## src/rtl/dist_ram_dp_clr_pkg.sv

```systemverilog
// ----------------------------------------------------------------------------
// dist_ram_pkg
//  Shared definitions for the dual-port distributed RAM with clear sequencer.
//  - ST_CLEAR / ST_READY : clear-sequencer state encoding
//  - nbytes()            : number of 8-bit byte lanes in a data word
// ----------------------------------------------------------------------------
package dist_ram_pkg;

  localparam logic [0:0] ST_CLEAR = 1'b0;
  localparam logic [0:0] ST_READY = 1'b1;

  // Word width is always a multiple of 8, so this is an exact division.
  function automatic int nbytes(input int data_w);
    return data_w / 8;
  endfunction

endpackage

```

## src/rtl/dist_ram_dp_clr_if.sv

```systemverilog
// ----------------------------------------------------------------------------
// dist_ram_dp_clr_if
//  Bus bundle for dist_ram_dp_clr.
//  Port A : a (addr), d (write data), we (write enable), be (byte lanes),
//           spo (read data of mem[a])
//  Port B : dpra (read addr), dpo (read data of mem[dpra])
//  Status : ready (clear sequence finished, user writes accepted)
//  Modports: master = user side, slave = RAM side.
// ----------------------------------------------------------------------------
interface dist_ram_dp_clr_if
  import dist_ram_pkg::*;
#(
  parameter int ADDR_W = 6,
  parameter int DATA_W = 16
);

  localparam int NBYTES = nbytes(DATA_W);

  logic [ADDR_W-1:0] a;
  logic [DATA_W-1:0] d;
  logic              we;
  logic [NBYTES-1:0] be;
  logic [DATA_W-1:0] spo;
  logic [ADDR_W-1:0] dpra;
  logic [DATA_W-1:0] dpo;
  logic              ready;

  modport master (
    output a, d, we, be, dpra,
    input  spo, dpo, ready
  );

  modport slave (
    input  a, d, we, be, dpra,
    output spo, dpo, ready
  );

endinterface

```

## src/rtl/dist_ram_clr_fsm.sv

```systemverilog
// ----------------------------------------------------------------------------
// dist_ram_clr_fsm
//  Post-reset clear sequencer. After rst deasserts it walks clr_addr through
//  every word (one per clock) and asks the top level to write zero there. On
//  the edge that clears the last word it moves to READY and raises ready,
//  where it stays until the next rst.
//  Ports:
//   clk, rst  : clock, asynchronous active-high reset
//   ready     : 1 once every word has been zeroed
//   clr_we    : 1 while the sequencer owns the write port
//   clr_addr  : word being cleared this cycle
// ----------------------------------------------------------------------------
module dist_ram_clr_fsm
  import dist_ram_pkg::*;
#(
  parameter int ADDR_W = 6
) (
  input  logic              clk,
  input  logic              rst,
  output logic              ready,
  output logic              clr_we,
  output logic [ADDR_W-1:0] clr_addr
);

  localparam logic [ADDR_W-1:0] LAST_ADDR = {ADDR_W{1'b1}};

  logic [0:0] state;

  // One word per clock; the edge that clears LAST_ADDR also raises ready,
  // so the whole clear takes exactly DEPTH cycles after reset release.
  always_ff @(posedge clk or posedge rst) begin
    if (rst) begin
      state    <= ST_CLEAR;
      clr_addr <= '0;
      ready    <= 1'b0;
    end else begin
      case (state)
        ST_CLEAR: begin
          clr_addr <= clr_addr + ADDR_W'(1);
          if (clr_addr == LAST_ADDR) begin
            state <= ST_READY;
            ready <= 1'b1;
          end
        end
        default: begin
          state <= ST_READY;
          ready <= 1'b1;
        end
      endcase
    end
  end

  assign clr_we = (state == ST_CLEAR);

endmodule

```

## src/rtl/dist_ram_dp_clr.sv

```systemverilog
// ----------------------------------------------------------------------------
// dist_ram_dp_clr
//  Dual-port distributed RAM: port A synchronous write + read, port B
//  read-only. Byte-lane write enables. The array is zero-filled by
//  dist_ram_clr_fsm after every reset; user writes are ignored until ready.
//  Ports:
//   clk, rst : clock, asynchronous active-high reset
//   bus      : dist_ram_dp_clr_if.slave (a, d, we, be, spo, dpra, dpo, ready)
//  Configuration:
//   DIST_RAM_OUT_REG_EN undefined : spo/dpo combinational (0-cycle latency)
//   DIST_RAM_OUT_REG_EN defined   : spo/dpo registered, read-first,
//                                   1-cycle latency
//  spo/dpo read as 0 while ready is low.
// ----------------------------------------------------------------------------
module dist_ram_dp_clr
  import dist_ram_pkg::*;
#(
  parameter int ADDR_W = 6,
  parameter int DATA_W = 16
) (
  input  logic                  clk,
  input  logic                  rst,
  dist_ram_dp_clr_if.slave      bus
);

  localparam int DEPTH  = 1 << ADDR_W;
  localparam int NBYTES = nbytes(DATA_W);

  logic [DATA_W-1:0] mem [DEPTH];
  logic              clr_we;
  logic [ADDR_W-1:0] clr_addr;
  logic              ready;

  dist_ram_clr_fsm #(
    .ADDR_W (ADDR_W)
  ) u_clr_fsm (
    .clk      (clk),
    .rst      (rst),
    .ready    (ready),
    .clr_we   (clr_we),
    .clr_addr (clr_addr)
  );

  assign bus.ready = ready;

  // The array has no reset of its own; the clear sequencer owns the write
  // port until it finishes, so user we/be are simply ignored meanwhile.
  always_ff @(posedge clk) begin
    if (clr_we) begin
      mem[clr_addr] <= '0;
    end else if (ready && bus.we) begin
      for (int i = 0; i < NBYTES; i++) begin
        if (bus.be[i]) begin
          mem[bus.a][8*i +: 8] <= bus.d[8*i +: 8];
        end
      end
    end
  end

`ifdef DIST_RAM_OUT_REG_EN
  logic [DATA_W-1:0] spo_q;
  logic [DATA_W-1:0] dpo_q;

  // Registered read samples the array before this edge's write lands,
  // which gives read-first behaviour on a same-address write.
  always_ff @(posedge clk or posedge rst) begin
    if (rst) begin
      spo_q <= '0;
      dpo_q <= '0;
    end else if (!ready) begin
      spo_q <= '0;
      dpo_q <= '0;
    end else begin
      spo_q <= mem[bus.a];
      dpo_q <= mem[bus.dpra];
    end
  end

  assign bus.spo = spo_q;
  assign bus.dpo = dpo_q;
`else
  assign bus.spo = ready ? mem[bus.a]    : '0;
  assign bus.dpo = ready ? mem[bus.dpra] : '0;
`endif

endmodule
```

## src/flat_wrapper.sv

```systemverilog
// flat-port wrapper written by rule: the top's interface ports become plain ports
module dist_ram_dp_clr_flat import dist_ram_pkg::*;
#(
  parameter int ADDR_W = 6,
  parameter int DATA_W = 16
)
  (clk, rst, bus_a, bus_d, bus_we, bus_be, bus_dpra, bus_spo, bus_dpo, bus_ready);
  dist_ram_dp_clr_if #(.ADDR_W(ADDR_W), .DATA_W(DATA_W)) bus_i ();
  input  logic clk;
  input  logic rst;
  input wire logic [$bits(bus_i.a)-1:0] bus_a;
  input wire logic [$bits(bus_i.d)-1:0] bus_d;
  input wire logic [$bits(bus_i.we)-1:0] bus_we;
  input wire logic [$bits(bus_i.be)-1:0] bus_be;
  input wire logic [$bits(bus_i.dpra)-1:0] bus_dpra;
  output wire logic [$bits(bus_i.spo)-1:0] bus_spo;
  output wire logic [$bits(bus_i.dpo)-1:0] bus_dpo;
  output wire logic [$bits(bus_i.ready)-1:0] bus_ready;
  assign bus_i.a = bus_a;
  assign bus_i.d = bus_d;
  assign bus_i.we = bus_we;
  assign bus_i.be = bus_be;
  assign bus_i.dpra = bus_dpra;
  assign bus_spo = bus_i.spo;
  assign bus_dpo = bus_i.dpo;
  assign bus_ready = bus_i.ready;
  dist_ram_dp_clr #(.ADDR_W(ADDR_W), .DATA_W(DATA_W)) u_core (.clk(clk), .rst(rst), .bus(bus_i));
endmodule
```

## config.mk

```make
export PLATFORM = sky130hd
export DESIGN_NAME = dist_ram_dp_clr_flat
export DESIGN_NICKNAME = d
export VERILOG_FILES = /design/src/rtl/dist_ram_dp_clr_pkg.sv /design/src/rtl/dist_ram_dp_clr_if.sv /design/src/rtl/dist_ram_clr_fsm.sv /design/src/rtl/dist_ram_dp_clr.sv /design/src/flat_wrapper.sv
export SDC_FILE = /design/constraint.sdc
export NUM_CORES = 1
export LEC_CHECK = 0
export ABC_AREA = 0
export BUFFER_PORTS_ARGS = -buffer_cell sky130_fd_sc_hd__buf_2
export CAP_MARGIN = 40
export CORE_MARGIN = 2
export CORE_UTILIZATION = 50
export DETAILED_ROUTE_END_ITERATION = 6
export PLACE_DENSITY_LB_ADDON = 0.12
export SLEW_MARGIN = 30
export SYNTH_ARGS = -nofsm -noshare
export SYNTH_HDL_FRONTEND = slang
export SYNTH_SLANG_ARGS = --single-unit
```

## constraint.sdc

```tcl
create_clock -name clk -period 5.46 [get_ports clk]
set_input_delay 0.273 -clock clk [delete_from_list [all_inputs] [get_ports clk]]
set_output_delay 0.273 -clock clk [all_outputs]
set_load 0.01 [all_outputs]
```

# Word-level counts from Yosys, hierarchy flattened
# Memory sizes are Yosys's and may differ from the RTL's.
# Index checks and enable logic that the tools add are counted.
[totals]
register_bits = 8
mem_bits_rw = 1024
output_inout_bits = 33
wordCells = 27
n_memories = 1
[memory_table]
columns = ["memory", "words", "width", "rd", "rd_clocked_by_memory_dff", "write_ports", "line_no", "text"]
rows = [
  ["u_core.mem", 64, 16, 2, 0, 1, "dist_ram_dp_clr.sv:29", "logic [DATA_W-1:0] mem [DEPTH];"],
]
[op_classes]
add_sub_neg = 1
eq_ne = 1
n_mux = 18
reduce_logical = 3
[ops]
columns = ["op", "count"]
rows = [
  ["$mux 16", 3],
  ["$reduce_or 16->1", 1],
  ["$mux 1", 13],
  ["$add 6x1->6 const B", 1],
  ["$eq 6x6->1 const B", 1],
  ["$mux 6", 1],
  ["$mux 2", 1],
  ["$reduce_bool 2->1", 1],
  ["$logic_and 1x1->1", 1],
]

# Logic depth before layout (Yosys ltp)
# Gate-level depths: netlist (run 1).
[logic_depth]
depth_word = 6
depth_mapped = 10
ltp_nobuf = 5

# Modules after synthesis
# Synthesis (run 1) repeated with hierarchy kept, for this count alone.
[unflattened]
hier_cells = 2458
hier_area_um2 = 48298.8
[modules_own_cells]
columns = ["mod", "instances", "cells_per_inst", "area_each_um2", "seq_area_each_um2"]
rows = [
  ["dist_ram_dp_clr", 1, 2431, 47957.2, 30749.5],
  ["dist_ram_clr_fsm", 1, 27, 341.6, 200.2],
]

# Worst setup path before layout (run 1)
# OpenSTA, ideal clock, no wires.
[synth_path]
path_type = "flip-flop to flip-flop"
from = "register u_core.u_clr_fsm.ready"
to = "memory u_core.mem[0][10] (data pin)"
setup_time_ns = 0.367
arrival_ns = 2.097
slack_ns = 2.996
stages_incl_launch_ff = 6
synth_period_minus_slack_ns = 2.464
path_cell_list = "dfrtp_1 -> buf_2 -> o2111a_1 -> clkbuf_1 -> clkbuf_1 -> and2_1"
[synth_between]
elab_chain_len = 6
[synth_rtl]
columns = ["item", "line_no", "text"]
rows = [
  ["start: declaration", "dist_ram_clr_fsm.sv:20", "output logic ready,"],
  ["start signal: assignment", "dist_ram_clr_fsm.sv:35", "ready <= 1'b0;"],
  ["start signal: assignment", "dist_ram_clr_fsm.sv:42", "ready <= 1'b1;"],
  ["start signal: assignment", "dist_ram_clr_fsm.sv:47", "ready <= 1'b1;"],
  ["$logic_and 1x1->1 (*)", "dist_ram_dp_clr.sv:51", "end else if (ready && bus.we) begin"],
  ["$mux 1", "dist_ram_dp_clr.sv:51", ""],
  ["$mux 1", "dist_ram_dp_clr.sv:49", "if (clr_we) begin"],
  ["$mux 1 (not written as such)", "dist_ram_dp_clr.sv:54", "mem[bus.a][8*i +: 8] <= bus.d[8*i +: 8];"],
  ["$reduce_or 16->1 (no source line) (*)", "--", ""],
  ["$mux 16 (no source line) (*)", "--", ""],
  ["end: declaration", "dist_ram_dp_clr.sv:29", ""],
]
# Mark *: on every way between the ends. The rest lies on a longest branch, timed or not.

# Worst setup path after layout (run 1)
[layout_path]
from = "input bus_a[0]"
to = "output bus_spo[10]"
[layout_between]
elab_chain_len = 2
[layout_rtl]
columns = ["item", "line_no", "text"]
rows = [
  ["start: declaration", "flat_wrapper.sv:11", "input wire logic [$bits(bus_i.a)-1:0] bus_a;"],
  ["$mem_v2 64x16", "--", ""],
  ["$mux 16", "dist_ram_dp_clr.sv:82", "assign bus.spo = ready ? mem[bus.a] : '0;"],
  ["end: declaration", "flat_wrapper.sv:16", "output wire logic [$bits(bus_i.spo)-1:0] bus_spo;"],
]
# Every way passes these cells.

==> results of run 1 <==
==> metal layers <==
metal,up-vias,track usage [%],wire length (microns)
met2,2006,49.8,73900
li1,11000,-,-
met1,15300,43.4,58400
met5,-,0,53
met3,360,8.98,19000
met4,8,11.4,6310
==> through the flow <==
| step | instances | setup WS [ns] | hold WS (ns) | power (mW) | util (%) |
|---|---|---|---|---|---|
| finish | 3982 | 1.53 | 0.0890 | 16.6 | 55.9 |
| global route | 3980 | 1.51 | 0.107 | 16.9 | 55.9 |
| CTS | 3961 | 1.75 | 0.0625 | 16.6 | 55.8 |
| detailed placement | 3767 | 1.76 | 0.286 | 9.41 | 52.1 |
| global placement | 3748 | 1.37 | 0.273 | 9.41 | 51.7 |
| floorplan | 2545 | 3.00 | 0.0887 | 9.21 | - |
==> critical path, delay by kind of cell <==
family,cells,cell delay (ns)
buffers and inverters,3,1.12
AO/OA/AOI/OAI,3,1.46
AND/OR/NAND/NOR,1,0.68
==> worst paths after layout <==
path                       slack, ns  depth (start not counted)                      endpoint                    startpoint
max                             1.53                          7                   bus_spo[10]                      bus_a[0]
min                             0.09                          2             u_core.mem[11][8]                      bus_d[8]
max reg2reg                     1.72                          5              u_core.mem[1][4]        u_core.u_clr_fsm.ready
min reg2reg                     0.62                          1  u_core.u_clr_fsm.clr_addr[2]  u_core.u_clr_fsm.clr_addr[2]
max in group asynchronous       5.06                          3  u_core.u_clr_fsm.clr_addr[0]                           rst
min in group asynchronous       0.14                          3  u_core.u_clr_fsm.clr_addr[4]                           rst
==> cell families after synthesis <==
logic type	after synthesis
DFF	1032
muxes	661
and+or+nand+nor	327
AOI/OAI and AO/OA	315
buffers and inverters	204
xor gates and xnor gates	5
adders and majority gates	1
==> registers in the layout (all words and copies together) (netlist names) <==
| signal | flops |
|---|---|
| u_core.u_clr_fsm.clr_addr | 6 |
| u_core.u_clr_fsm.state | 1 |
| u_core.u_clr_fsm.ready | 1 |
| u_core.mem | 1024 |
==> cell usage after synthesis, types with 39 or more instances <==
| master | n |
|---|---|
| buf_2 | 60 |
| o22ai_1 | 74 |
| edfxtp_1 | 1024 |
| mux4_2 | 486 |
| mux2_2 | 39 |
| nor2_1 | 150 |
| a21oi_1 | 41 |
| mux2i_1 | 136 |
| clkbuf_1 | 55 |
| nand2_1 | 86 |
| o21ai_0 | 41 |
| buf_4 | 48 |
==> area by class of cell <==
| cell class | count | area share (%) |
|---|---|---|
| multi-input combinational | 1309 | 30.5 |
| sequential | 1032 | 57.3 |
| inverter | 4 | 0.0278 |
| antenna | 2 | 0.00927 |
| clock buffer | 126 | 5.17 |
| tap | 1276 | 2.96 |
| timing repair buffer | 166 | 2.74 |
| clock inverter | 67 | 1.27 |
==> repair_timing <==
item                                    4_1_cts  5_1_grt
hold endpoints to repair                      8        0
hold buffers                                  1        0
gates resized for setup                       0        0
buffers inserted                              0        0
endpoints found under the setup margin        0        0
==> power by group through the flow <==
stage / Sequential, mW / Combinational (mW) / Clock, mW
floorplan: 8.74 / 0.474 / 0
global placement: 8.74 / 0.666 / 0
detailed placement: 8.74 / 0.669 / 0
CTS: 8.57 / 0.671 / 7.38
global route: 8.57 / 0.696 / 7.68
finish: 8.57 / 0.674 / 7.35
==> summary.txt, run 1 <==
Logic synthesis
  – Post-Synth XOR/XNOR Area: 0.0901%
  – Primary FF master, synth: edfxtp_1
  – Yosys Warn Count: 0
  – Synth cell types: 58
  – Seq/Total Area, Yosys: 63.6%
  – Simple-gate share of the synthesized area: 2.96%
  – Syn nets: 2579
  – Share of synthesized flip-flops with an asynchronous set or reset: 0.775%
  – Post-synth top area cell: edfxtp_1
  – Post-Syn Instances: 2545
  – Largest family of logic cells by synthesized area: multiplexers
  – Syn_area_per_cell: 19.1 sq um
  – Post-Syn Area: 48600 sq um
  – Yosys reg bits: 1032
  – EDFF count, synth: 1024
  – Mux cell area share after synthesis: 26.2%
  – Adder-Cell Fraction of Synth Area: 0.0257%
  – Compound-cell area share of the yosys netlist: 4.44%
  – Synth area leaders: edfxtp_1 63%, mux4_2 23%, mux2i_1 2.8%, nor2_1 1.2%, o22ai_1 0.95%
  – Yosys top cell area share: 63.2%

Detailed routing
  – Vias per Instance: 7.20
  – Via count: 28700
  – 1st-iter DRT viols: 4204
  – Total wire length: 158 mm
  – Final ANT Viol Nets: 0
  – Routed WL per cell: 39.6 microns
  – DRC viols: 0
  – DR pass1 iterations: 6

Worst setup path
  – Kind of critical path: in -> out
  – Crit start category: input pin
  – CP Max Fanout: 56
  – CP max-delay cell: a211oi_1
  – Cells along the critical path: buf_8 > buf_12 > or3b_2 > o22ai_1 > a211oi_1 > a21o_1 > buf_2
  – Worst path max stage delay: 0.73 ns
  – Critical Path End Type: output pin
  – Critical Path AT: 3.66 ns
  – Worst path required time: 5.19 ns

Hold path
  – Worst Hold Class: in -> reg

Clock network
  – H-tree depth: 3
  – Clock Sinks: 1032
  – Clk Latency, worst-skew pair: 0.68 ns
  – Clock Pin Slew Worst Setup and Hold Paths: 0.06 ns
  – Cell at the root of the clock tree: clkbuf_16
  – CTS tree: built
  – CTS Buf Count: 106
  – Clk buf depth: 3

Power and ir drop
  – Sw frac: 21.3%
  – Lkg Pwr: 14.1 nW
  – Sequential group share of total power: 51.7%
  – Comb power frac: 4.1%
  – Internal Pwr Total: 13.1 mW
  – PD cells: 307 nW/um^2
  – Psw: 3.53 mW
  – Max IR drop VDD: 0.000221 V
  – Clock share of power: 44.3%

Final layout
  – Most frequent cells in the layout: 1024 x edfxtp_1, 486 x mux4_2, 148 x nor2_1
  – Filler cells: 7201
  – Nets: 2653
  – Share of post-route cells with drive strength above 1: 32.8%
  – Register area: 30900 sq um
  – Multi-input gate area: 16500 sq um
  – Commonest non-fill, non-tap cell in the layout: edfxtp_1
  – P&R area growth vs syn: 11.1%
  – Design Area, Final: 54000 sq um

Timing
  – Worst Tran Pin Value: 0.965 ns
  – Post-route setup TNS: 0 ns
  – Fmax: 254 MHz
  – Crit path time final: 3.93 ns
  – Max Clock Skew: 0.0185 ns
  – Tcrit/Tclk final: 72.0%
  – Setup-failing EPs final: 0
  – Unrepaired setup endpoints after global routing: no
  – Final Max Slew Viols: 0
  – Slew Limit Headroom: 35.6%
  – Final Hold Viols: 0

Place
  – I/O Buffers: 65
  – GP Congestion: 0.942
  – Post-Place Cell Area: 50300 sq um
  – DPL Wire Length: 105 mm

Run status
  – Status: complete, no violations

Global routing
  – First-pass GRT wire length: 220 mm
  – GRT Util Overall: 31.9%
  – Largest net degree at the start of global routing: 76
  – Grt ovf: 0
  – Number of global-route vias before repair: 28700
  – Initial antenna violation count: 8

Die
  – Initial Util: 50.4%
  – Placeable Area: 96600 sq um
  – Cell Rows: 114
  – Die area: 99800 sq um
  – I/O Pins: 66
  – Die Y: 316 microns
  – Die width: 316 microns

Job
  – Max-cap violations: 0
No activity file was read; power rests on OpenSTA's default activity.
==> inputs of run 2 (changes only) <==
- clock period: 5.46 -> 3.9 ns (I/O delays scaled with it)
==> summary.txt, run 2 (synthesized netlist as in run 1, its figures left out) <==
Clock network
  – CTS Buf Count: 107
  – Cell at the root of the clock tree: clkbuf_16
  – CTS tree: built
  – Clk Latency, worst-skew pair: 0.70 ns
  – Clock Pin Slew Worst Setup and Hold Paths: 0.06 ns
  – H-tree depth: 3
  – Post-CTS sizing: 0
  – Clock Sinks: 1032
  – Clk buf depth: 3

Worst setup path
  – Kind of critical path: in -> out
  – Worst path required time: 3.70 ns
  – Critical Path AT: 3.16 ns
  – Crit start category: input pin
  – CP Max Fanout: 43
  – Critical Path End Type: output pin

Global routing
  – Number of global-route vias before repair: 29300
  – Largest net degree at the start of global routing: 65
  – Grt ovf: 0
  – First-pass GRT wire length: 224 mm
  – Initial antenna violation count: 8
  – GRT Util Overall: 32.4%

Detailed routing
  – DR pass1 iterations: 7
  – 1st-iter DRT viols: 4663
  – Via count: 29400
  – Final ANT Viol Nets: 0
  – Vias per Instance: 7.03
  – Routed WL per cell: 38.1 microns
  – DRC viols: 0
  – Total wire length: 159 mm

Die
  – Cell Rows: 114
  – I/O Pins: 66
  – Die width: 316 microns
  – Placeable Area: 96600 sq um
  – Die Y: 316 microns
  – Die area: 99800 sq um
  – Initial Util: 50.4%

Final layout
  – Largest regs: u_core.mem (1024), u_core.u_clr_fsm.clr_addr (6)
  – Nets: 2850
  – Design Area, Final: 55400 sq um
  – Commonest non-fill, non-tap cell in the layout: edfxtp_1
  – Most frequent cells in the layout: 1024 x edfxtp_1, 486 x mux4_2, 267 x buf_4
  – Share of post-route cells with drive strength above 1: 37.0%
  – Max reg flops: 1024
  – P&R area growth vs syn: 14.0%
  – Top reg by flops: u_core.mem

Power and ir drop
  – Lkg Pwr: 15.1 nW
  – Max IR drop VDD: 0.000333 V
  – PD cells: 422 nW/um^2
  – Overall power: 23.4 mW

Place
  – Setup WS pre-CTS: 0.600 ns
  – Post-Place Cell Area: 51800 sq um
  – I/O Buffers: 65
  – GP Congestion: 0.963
  – DPL Wire Length: 109 mm

Timing
  – Crit path time final: 3.35 ns
  – Max Clock Skew: 0.0241 ns
  – Hold slack: 0.0576 ns
  – Final Hold Viols: 0
  – Slew Limit Headroom: 37.6%
  – Setup WS post-layout: 0.546 ns
  – Worst Tran Pin Value: 0.937 ns
  – Setup-failing EPs final: 0
  – Unrepaired setup endpoints after global routing: no
  – Final Max Slew Viols: 0
  – Tcrit/Tclk final: 86.0%
  – Post-route setup TNS: 0 ns
  – Fmax: 298 MHz

Job
  – Max-cap violations: 0

Hold path
  – Worst Hold Class: in -> async

Run status
  – Status: complete, no violations
==> run 2: cell types whose count changed in the layout (fill, tap and decap cells not counted), sizes merged <==
cell and delta:
clkbuf -1, inv +1, buf +201, clkinv -3, clkinvlp -1
==> run 2: path summary, 6_finish.rpt <==
check | from | to | slack (ns) | depth (start not counted)
max in group asynchronous | rst | u_core.u_clr_fsm.clr_addr[4] | 3.56 | 3
setup reg to reg | u_core.u_clr_fsm.ready | u_core.mem[52][13] | 0.73 | 7
hold reg to reg | u_core.u_clr_fsm.clr_addr[2] | u_core.u_clr_fsm.clr_addr[2] | 0.62 | 1
hold / removal | rst | u_core.u_clr_fsm.clr_addr[2] | 0.06 | 3
min in group clk | bus_d[7] | u_core.mem[10][7] | 0.06 | 2
setup / recovery | bus_dpra[0] | bus_dpo[12] | 0.55 | 8
==> run 2: final cells by class <==
| cell class | instances | area (sq um) |
|---|---|---|
| Inverter | 4 | 15.0 |
| Clock inverter | 64 | 657 |
| Timing Repair Buffer | 362 | 2930 |
| Antenna cell | 2 | 5.00 |
| Sequential cell | 1032 | 30900 |
| Fill cell | 7159 | 41100 |
| Clock buffer | 130 | 2850 |
| Tap cell | 1276 | 1600 |
| Multi-Input combinational cell | 1309 | 16400 |
==> run 2: report_power, final <==
group          leakage, nW  internal, mW  switching [mW]
clock network         1.71          6.03            4.34
logic                 6.17         0.377           0.637
registers             7.23          12.0               0
==> run 2: routing by layer <==
metal,vias up,part of all wire [%],track usage (%)
li1,11400,-,-
met5,-,0.030,0
met1,15500,38,46.3
met4,8,3.6,10.4
met3,338,12,8.42
met2,2054,46,49.1
==> run 2: repair_timing <==
action | CTS | global route
endpoints found under the setup margin | 0 | 0
buffers inserted | 0 | 0
hold buffers | 1 | 0
endpoints found under the hold margin | 8 | 0
==> run 2: stage by stage <==
stage	std cells	util [%]
after global placement	3972	53.6
after global routing	4177	57.4
after detailed placement	3975	53.7
after CTS	4170	57.3
after floorplan	2545	-
final	4179	57.4
==> run 2: critical path, cell delays in order <==
cell and delay (ns):
buf_8 0.40, buf_12 0.30, or2_1 0.56, o22ai_1 0.16
buf_4 0.20, a211oi_1 0.53, a22o_1 0.40, buf_2 0.20
